--- src/rtl/dm_pipe.sv ---
// dm_pipe: handshaked single-cycle data memory for the RV32I MEM stage.
// Accepts one load/store per cycle and returns a registered response one edge later.
// Optional feature macro: DM_MISALIGN_TRAP_EN (misaligned half/word accesses fault
// instead of being aligned down).
// Ports:
//   clk, rstn                 clock, async active-low reset
//   req_valid/req_ready       request handshake (req_ready is combinational)
//   req_we, req_type          store flag, DM_* access type
//   req_addr, req_wdata       byte address, store data
//   rsp_valid/rsp_ready       response handshake
//   rsp_rdata, rsp_fault      registered load result, fault flag
module dm_pipe #(
    parameter int unsigned DEPTH     = 128,
    parameter logic [31:0] BASE_ADDR = 32'h0000_0000
) (
    input  logic        clk,
    input  logic        rstn,
    input  logic        req_valid,
    output logic        req_ready,
    input  logic        req_we,
    input  logic [2:0]  req_type,
    input  logic [31:0] req_addr,
    input  logic [31:0] req_wdata,
    output logic        rsp_valid,
    input  logic        rsp_ready,
    output logic [31:0] rsp_rdata,
    output logic        rsp_fault
);

    localparam int unsigned AW     = $clog2(DEPTH);
    localparam logic [31:0] SPAN   = 32'(DEPTH * 4);

    // Access type encodings shared with the core's control decoder
    localparam logic [2:0] DM_WORD              = 3'd0;
    localparam logic [2:0] DM_HALFWORD          = 3'd1;
    localparam logic [2:0] DM_HALFWORD_UNSIGNED = 3'd2;
    localparam logic [2:0] DM_BYTE              = 3'd3;
    localparam logic [2:0] DM_BYTE_UNSIGNED     = 3'd4;

    typedef enum logic {
        S_EMPTY = 1'b0,
        S_FULL  = 1'b1
    } state_e;

    state_e      state_q, state_d;
    logic [31:0] rdata_q, rdata_d;
    logic        fault_q, fault_d;
    logic [31:0] mem_q [DEPTH];

    logic [31:0]   off;
    logic [AW-1:0] idx;
    logic [1:0]    lane;
    logic          in_range;
    logic          type_bad;
    logic          misalign;
    logic          fault_c;
    logic          accept;
    logic          mem_we;
    logic [31:0]   rd_word;
    logic [15:0]   rd_half;
    logic [7:0]    rd_byte;
    logic [31:0]   load_data;
    logic [3:0]    st_be;
    logic [31:0]   st_data;

    assign rsp_valid = (state_q == S_FULL);
    assign rsp_rdata = rdata_q;
    assign rsp_fault = fault_q;
    assign req_ready = !rsp_valid || rsp_ready;
    assign accept    = req_valid && req_ready;

    // Address decode relative to the array base
    always_comb begin
        off      = req_addr - BASE_ADDR;
        in_range = (off < SPAN);
        idx      = off[AW+1:2];
        lane     = off[1:0];
    end

    // Fault classification
    always_comb begin
        if (req_we) begin
            type_bad = !((req_type == DM_WORD) || (req_type == DM_HALFWORD) ||
                         (req_type == DM_BYTE));
        end else begin
            type_bad = (req_type > DM_BYTE_UNSIGNED);
        end
`ifdef DM_MISALIGN_TRAP_EN
        misalign = ((req_type == DM_WORD) && (lane != 2'd0)) ||
                   (((req_type == DM_HALFWORD) || (req_type == DM_HALFWORD_UNSIGNED)) &&
                    lane[0]);
`else
        misalign = 1'b0;
`endif
        fault_c = !in_range || type_bad || misalign;
        mem_we  = accept && req_we && !fault_c;
    end

    // Load lane extraction; misaligned half/word addresses fall back to the aligned lane
    always_comb begin
        rd_word = mem_q[idx];
        rd_half = lane[1] ? rd_word[31:16] : rd_word[15:0];
        case (lane)
            2'd0:    rd_byte = rd_word[7:0];
            2'd1:    rd_byte = rd_word[15:8];
            2'd2:    rd_byte = rd_word[23:16];
            default: rd_byte = rd_word[31:24];
        endcase
        case (req_type)
            DM_WORD:              load_data = rd_word;
            DM_HALFWORD:          load_data = {{16{rd_half[15]}}, rd_half};
            DM_HALFWORD_UNSIGNED: load_data = {16'h0000, rd_half};
            DM_BYTE:              load_data = {{24{rd_byte[7]}}, rd_byte};
            DM_BYTE_UNSIGNED:     load_data = {24'h000000, rd_byte};
            default:              load_data = 32'h0000_0000;
        endcase
    end

    // Store byte enables and lane-replicated data
    always_comb begin
        st_be   = 4'b0000;
        st_data = req_wdata;
        case (req_type)
            DM_WORD: st_be = 4'b1111;
            DM_HALFWORD: begin
                st_be   = lane[1] ? 4'b1100 : 4'b0011;
                st_data = {2{req_wdata[15:0]}};
            end
            DM_BYTE: begin
                st_be   = 4'(4'b0001 << lane);
                st_data = {4{req_wdata[7:0]}};
            end
            default: st_be = 4'b0000;
        endcase
    end

    // Response FSM next state and response payload
    always_comb begin
        state_d = state_q;
        rdata_d = rdata_q;
        fault_d = fault_q;
        case (state_q)
            S_EMPTY: begin
                if (accept) begin
                    state_d = S_FULL;
                end
            end
            S_FULL: begin
                if (accept) begin
                    state_d = S_FULL;
                end else if (rsp_ready) begin
                    state_d = S_EMPTY;
                end
            end
            default: state_d = S_EMPTY;
        endcase
        if (accept) begin
            fault_d = fault_c;
            rdata_d = (fault_c || req_we) ? 32'h0000_0000 : load_data;
        end
    end

    // Response registers
    always_ff @(posedge clk or negedge rstn) begin
        if (!rstn) begin
            state_q <= S_EMPTY;
            rdata_q <= 32'h0000_0000;
            fault_q <= 1'b0;
        end else begin
            state_q <= state_d;
            rdata_q <= rdata_d;
            fault_q <= fault_d;
        end
    end

    // Data array: contents are not reset, but writes are blocked while rstn is low
    always_ff @(posedge clk or negedge rstn) begin
        if (!rstn) begin
        end else if (mem_we) begin
            for (int unsigned b = 0; b < 4; b++) begin
                if (st_be[b]) begin
                    mem_q[idx][8*b +: 8] <= st_data[8*b +: 8];
                end
            end
        end
    end

endmodule

--- config.mk ---
export PLATFORM = sky130hd
export DESIGN_NAME = dm_pipe
export DESIGN_NICKNAME = d
export VERILOG_FILES = /design/src/rtl/dm_pipe.sv
export SDC_FILE = /design/constraint.sdc
export NUM_CORES = 2
export LEC_CHECK = 0
export CAP_MARGIN = 20
export CORE_MARGIN = 2
export CORE_UTILIZATION = 30
export DETAILED_ROUTE_END_ITERATION = 8
export SLEW_MARGIN = 30
export SYNTH_ARGS = -nofsm -noshare
export SYNTH_HDL_FRONTEND = slang
export SYNTH_SLANG_ARGS = --single-unit
--- constraint.sdc ---
create_clock -name clk -period 4 [get_ports clk]
set_clock_uncertainty 0.2 [all_clocks]
set_input_delay 0.8 -clock clk [delete_from_list [all_inputs] [get_ports clk]]
set_output_delay 0.8 -clock clk [all_outputs]
set_load 0.02 [all_outputs]
# Word level (Yosys, flattened, before mapping)
# Memory sizes are Yosys's and may differ from the RTL's.
# Cells that the tools add are included.
dict set report op_classes {
  mux 24
  eq_ne 6
  reduce_logical 18
  bitwise 1
  n_lt_le_gt_ge 2
  shifts 1
}
# cell n
set op_table {}
lappend op_table {{$pmux W32 S5} 1}
lappend op_table {{$pmux W32 S2} 1}
lappend op_table {{$lt A32 B10 Y1 const B} 1}
lappend op_table {{$mux W32} 1}
lappend op_table {{$pmux W8 S3} 1}
lappend op_table {{$mux W1} 16}
lappend op_table {{$mux W16} 1}
lappend op_table {{$pmux W4 S3} 1}
lappend op_table {{$logic_and A1 B1 Y1} 7}
lappend op_table {{$eq A3 B2 Y1 const B} 2}
lappend op_table {{$logic_or A1 B1 Y1} 5}
lappend op_table {{$logic_not A1 Y1} 4}
lappend op_table {{$mux W4} 1}
lappend op_table {{$shl A1 B2 Y4 const A} 1}
lappend op_table {{$eq A3 B1 Y1 const B} 1}
lappend op_table {{$eq A3 B3 Y1 const B} 1}
lappend op_table {{$gt A3 B3 Y1 const B} 1}
lappend op_table {{$logic_not A3 Y1} 1}
lappend op_table {{$eq A2 B1 Y1 const B} 1}
lappend op_table {{$eq A2 B2 Y1 const B} 1}
lappend op_table {{$logic_not A2 Y1} 1}
lappend op_table {{$pmux W1 S2} 1}
lappend op_table {{$not A1 Y1} 1}
dict set report word_totals {
  elab_cells 56
  mem_bits_rw 4096
  inputBits 72
  output_inout_bits 35
  mem_count 1
  register_bits 34
}
# name depth word_bits rd rd_ports_with_merged_regs write_ports line_no
set mem_list {}
lappend mem_list {mem_q 128 32 1 0 1 48} ;# logic [31:0] mem_q [DEPTH];

# Logic depth before layout (Yosys ltp)
dict set report logic_depth {
  depth_word 11
  mapped_depth 17
  mapped_depth_nobuf 9
}

# Worst setup path after synthesis
# Ideal clock, no wire load.
dict set report synth_timing {
  path_kind {input to register}
  from {in req_type[1]}
  to {mem mem_q[0][24] (data pin)}
  path_stages 4
  n_path_buf 2
  arrival_ps 6642
  t_required_ps 2603
  slack_ps -4039
  path_cell_list {clkbuf_1 -> buf_1 -> mux2i_1 -> o21ai_0}
}
dict set report synth_between {
  elab_chain_cells 2
  word_cells_on_any_way 3
}
# item line_no
set synth_lines {}
lappend synth_lines {{start: declaration} 21} ;# input logic [2:0] req_type,
lappend synth_lines {{$eq A3 B2 Y1 / $eq A3 B1 Y1 (equally long branches)} 123} ;# case (req_type)
lappend synth_lines {{$pmux W32 S2 (*)} 123}
lappend synth_lines {{via st_data[24]} 64} ;# logic [31:0] st_data;
lappend synth_lines {{end: declaration} 48}
# The timed path passes the listed nets; every way through them passes the cells marked *.

# Worst setup path after layout
dict set report layout_timing {
  from {in req_addr[4]}
  to {reg rdata_q[18], in the netlist rsp_rdata[18]}
}
dict set report layout_between {
  elab_chain_cells 5
  word_cells_on_any_way 9
}
# item line_no
set layout_lines {}
lappend layout_lines {{start: declaration} 22} ;# input logic [31:0] req_addr,
lappend layout_lines {{parallel branches: the longest is 4 deep, another holds $mem_v2 Z128 W32} n/a}
lappend layout_lines {{$mux W32 (*)} 159} ;# rdata_d = (fault_c || req_we) ? 32'h0000_0000 : load_data;
lappend layout_lines {{end signal: assignment} 171} ;# rdata_q <= rdata_d;
lappend layout_lines {{end: declaration} 46} ;# logic [31:0] rdata_q, rdata_d;
# Every way passes the cells marked *.
# A chain may end at the register's enable or synchronous reset.

==> reports/metrics.json <==
{
  "die-width_um": 738,
  "netlist_top_cells_area": "edfxtp_1 (76%), mux4_2 (4.6%), mux2_2 (2.6%)",
  "timing_max_transition_violations_final": 0,
  "final.setup.tns_ps": -501,
  "post_synth_inst_count": 9154,
  "finalHoldViolations": 0,
  "cpMaxStageDelayCell": "nor4b_2",
  "ioPinCount": 107,
  "routed-wl-met3_um": 91800,
  "wl_um": 655000,
  "worst_r2r_path_depth": 10,
  "worst_ep_required_time_ps": 4710,
  "ctsLongestPathBuffers": 4,
  "run_status": "finished, violations left",
  "worstSetupStartpointType": "input pin",
  "worst_reg2reg_path_startpoint": "mem_q[123][27]",
  "avgViaCountPerCell": 5.70,
  "grt_util_all_layers_pct": 23.1,
  "clock_sinks": 4130,
  "nNetsFinal": 11154,
  "slew-limit-headroom_pct": 25.9,
  "finished_layout_cells": 18643,
  "hold_depth": 1,
  "dp_cells": 17819,
  "ratio_of_cells_with_drive_above_1_in_the_final_layout_pct": 30.6,
  "layout_worst_path_cycle_share_pct": 105,
  "synth_async_sr_flop_share_pct": 0.823,
  "cts_buffers": 418,
  "peakVddDrop_mv": 0.352,
  "cts.root.buffer_cell": "clkbuf_16",
  "die-height_um": 738,
  "timing.critical_path.max_delay_family": "simple AND/OR/NAND/NOR gates",
  "cp_data_arrival_time_ps": 4900,
  "power.leakage_nw": 66.8,
  "floorplan.rows": 269,
  "first_pass_grt_wire_length_um": 874000,
  "power_density_nw_per_um2": 465,
  "clock_tree.htree_level_count": 5,
  "initial_utilization_pct": 30.1,
  "gp_congestion": 0.980,
  "synth_fp_nets": 9226,
  "hp-start": "req_wdata[0]",
  "yosysSeqAreaShare_pct": 76.5,
  "gr-total-overflow": 0,
  "drtAntennaViolNets": 0,
  "m1WireLength_um": 238000,
  "syn_area_um2": 162000,
  "grt_max_degree": 129,
  "number_of_flops_mapped_to_enable_cells_by_yosys": 4096,
  "layout_setup_ws_ps": -188,
  "clock.fmax_mhz": 239,
  "worst_slew_pin_slew_ps": 1110,
  "crit_path_max_fanout": 8,
  "post_synth_num_cell_types": 88,
  "met2_wire_length_um": 283000,
  "final.min_clock_period_ps": 4190,
  "clk_pin_slew_worst_paths_ps": 60,
  "crit_path_frequent_cell": "buf_4",
  "grt_setup_unrepaired": "yes",
  "grt_pass1_vias": 99122,
  "vias": 106236,
  "top_signal_layer_used": "met5",
  "cp-end-kind": "register",
  "max_cap_viol_count": 0,
  "reg2reg_slack_ps": 170,
  "critical_path_cell_count": 14,
  "synth_largest_area_cell": "edfxtp_1",
  "post_synth.cell_area_avg_um2": 17.7,
  "fraction_of_post_synthesis_cell_area_in_the_top_cell_type_by_area_pct": 76.0,
  "firstDrtPassIters": 6,
  "synthToLayoutAreaGrowth_pct": 25.6,
  "cts_tree": "done",
  "dieArea_um2": 545000,
  "floorplan.core_area_um2": 537000,
  "yosysWarningCount": 0,
  "timing.setup.critical_path_class": "input pin to register",
  "hold_path.class": "input pin to register",
  "antenna_violations_before_repair": 63,
  "worst-path-buf-inv": 6,
  "yosys_register_bits": 4130,
  "setup_viol": 5,
  "drt-wirelength-per-cell_um": 35.1,
  "dpl.hpwl_um": 464000,
  "r2r-end": "rsp_rdata[11]",
  "initialDrtViolationCount": 18445,
  "synth_flop_cell": "edfxtp_1",
  "drc": 0,
  "cp_cell_sequence": "buf_16 > buf_12 > buf_16 > buf_4 > or2_2 > buf_4 > o22ai_1 > o21ai_0 > nand4_1 > nor4b_2 > buf_4 > nor2_1 > a21oi_1 > nand3_1",
  "violations": "setup timing",
  "critical_path.max_stage_delay_ps": 1040,
  "clk_latency_ps": 1060,
  "port-buffer-count": 106,
  "min_to": "mem_q[111][0]"
}
[registers in the layout (all words and copies together), names as in the netlist]
signal / flops
rsp_rdata: 32
rsp_valid: 1
rsp_fault: 1
mem_q: 4096
[worst max path at each step]
stage                 from       endpoint  slack, ps
2_1_floorplan  req_type[1]   mem_q[0][27]       -310
3_3_place_gp   req_addr[3]  rsp_rdata[13]      -1450
3_5_place_dp   req_addr[4]  rsp_rdata[11]      -1290
4_1_cts        req_addr[4]  rsp_rdata[11]        -10
5_1_grt        req_addr[4]  rsp_rdata[11]        0.5
6_report       req_addr[4]  rsp_rdata[18]       -190
[layout by cell type, fill, tap and decap left out, drive strengths merged, types with 44 or more instances in the layout]
cell,synthesis,layout
a31oi,49,49
mux4,327,327
mux2,380,380
nor2,741,741
edfxtp,4096,4096
o211ai,45,45
bufinv,0,44
clkinv,1,206
o221ai,72,72
clkdlybuf4s50,0,90
a22oi,319,319
nand2,496,496
a221oi,458,458
buf,436,2080
a21oi,240,240
nand3,79,79
o21ai,244,244
mux2i,284,284
o22ai,65,65
clkbuf,231,489
a22o,49,49
a221o,87,87
[kinds of logic after synthesis]
logic type      count (synthesis)  share of synthesized area [%]
flops                        4130                           76.5
compound gates               1842                           8.47
simple gates                 1513                           3.93
mux                           991                           8.95
buf+inv                       677                           2.12
xor+xnor                        1                        0.00541
[worst reg2reg max path: stages (launching register included)]
cell	delay, ps
edfxtp_1	360
mux2_2	270
a22oi_1	170
o221ai_1	170
o211ai_1	760
nand4_1	730
nor4b_2	390
buf_4	220
o21ai_0	90
a222oi_1	250
nand2_1	90
[per-layer routing]
layer	track usage, %	up-vias
li1	-	41313
met1	30.2	54918
met2	34.3	8388
met3	7.31	1571
met4	12.4	46
met5	0	-
[power breakdown]
part / internal (mW) / total, mW / switching, mW
combinational: 2.46 / 7.21 / 4.75
clock: 22.3 / 39.6 / 17.3
sequential: 47.8 / 47.8 / 0.000402
total: 72.6 / 94.6 / 22.0
[Yosys cell counts (all sizes together) (14+ instances only)]
cell	count
o2111ai	19
a222oi	14
nand2b	29
a221oi	458
and3	18
a22o	49
o21ai	244
nand4	39
a31oi	49
o22ai	65
nor3	18
nor2	741
dfrtp	34
a21oi	240
a22oi	319
o2bb2ai	26
buf	436
mux4	327
nand2	496
o211ai	45
mux2i	284
mux2	380
a221o	87
clkbuf	231
nand3	79
nor4	19
o221ai	72
edfxtp	4096
a211oi	30
[cell type report]
type / instances / area [µm²]
multi-input cells: 4347 / 35100
clock inverters: 279 / 2770
diodes: 33 / 82.6
repair buffers: 2175 / 21600
inverters: 10 / 65.1
flip-flops and latches: 4130 / 124000
fillers: 49157 / 334000
well taps: 7181 / 8980
clock buffers: 488 / 10900
[what timing repair did]
action,CTS,global route
setup endpoints to repair,3,7
hold buffers,4,0
pin swaps,6,5
hold endpoints to repair,55,0
resized for setup,14,14
setup buffers,9,15
[stage by stage]
| stage | hold slack [ps] | worst slack (ps) | power [mW] | util (%) | area, µm² |
|---|---|---|---|---|---|
| 2_1_floorplan | 304 | -305 | 51.5 | - | 162000 |
| 3_3_place_gp | 355 | -1450 | 55.6 | 35.2 | 189000 |
| 3_5_place_dp | 357 | -1290 | 55.6 | 35.2 | 189000 |
| 4_1_cts | 10.8 | -11.6 | 94.4 | 37.8 | 203000 |
| 5_1_grt | 54.2 | 0.456 | 96.3 | 37.8 | 203000 |
| 6_report | 48.3 | -188 | 94.6 | 37.9 | 203000 |
Note: power is estimated with default switching activity, not from simulation.
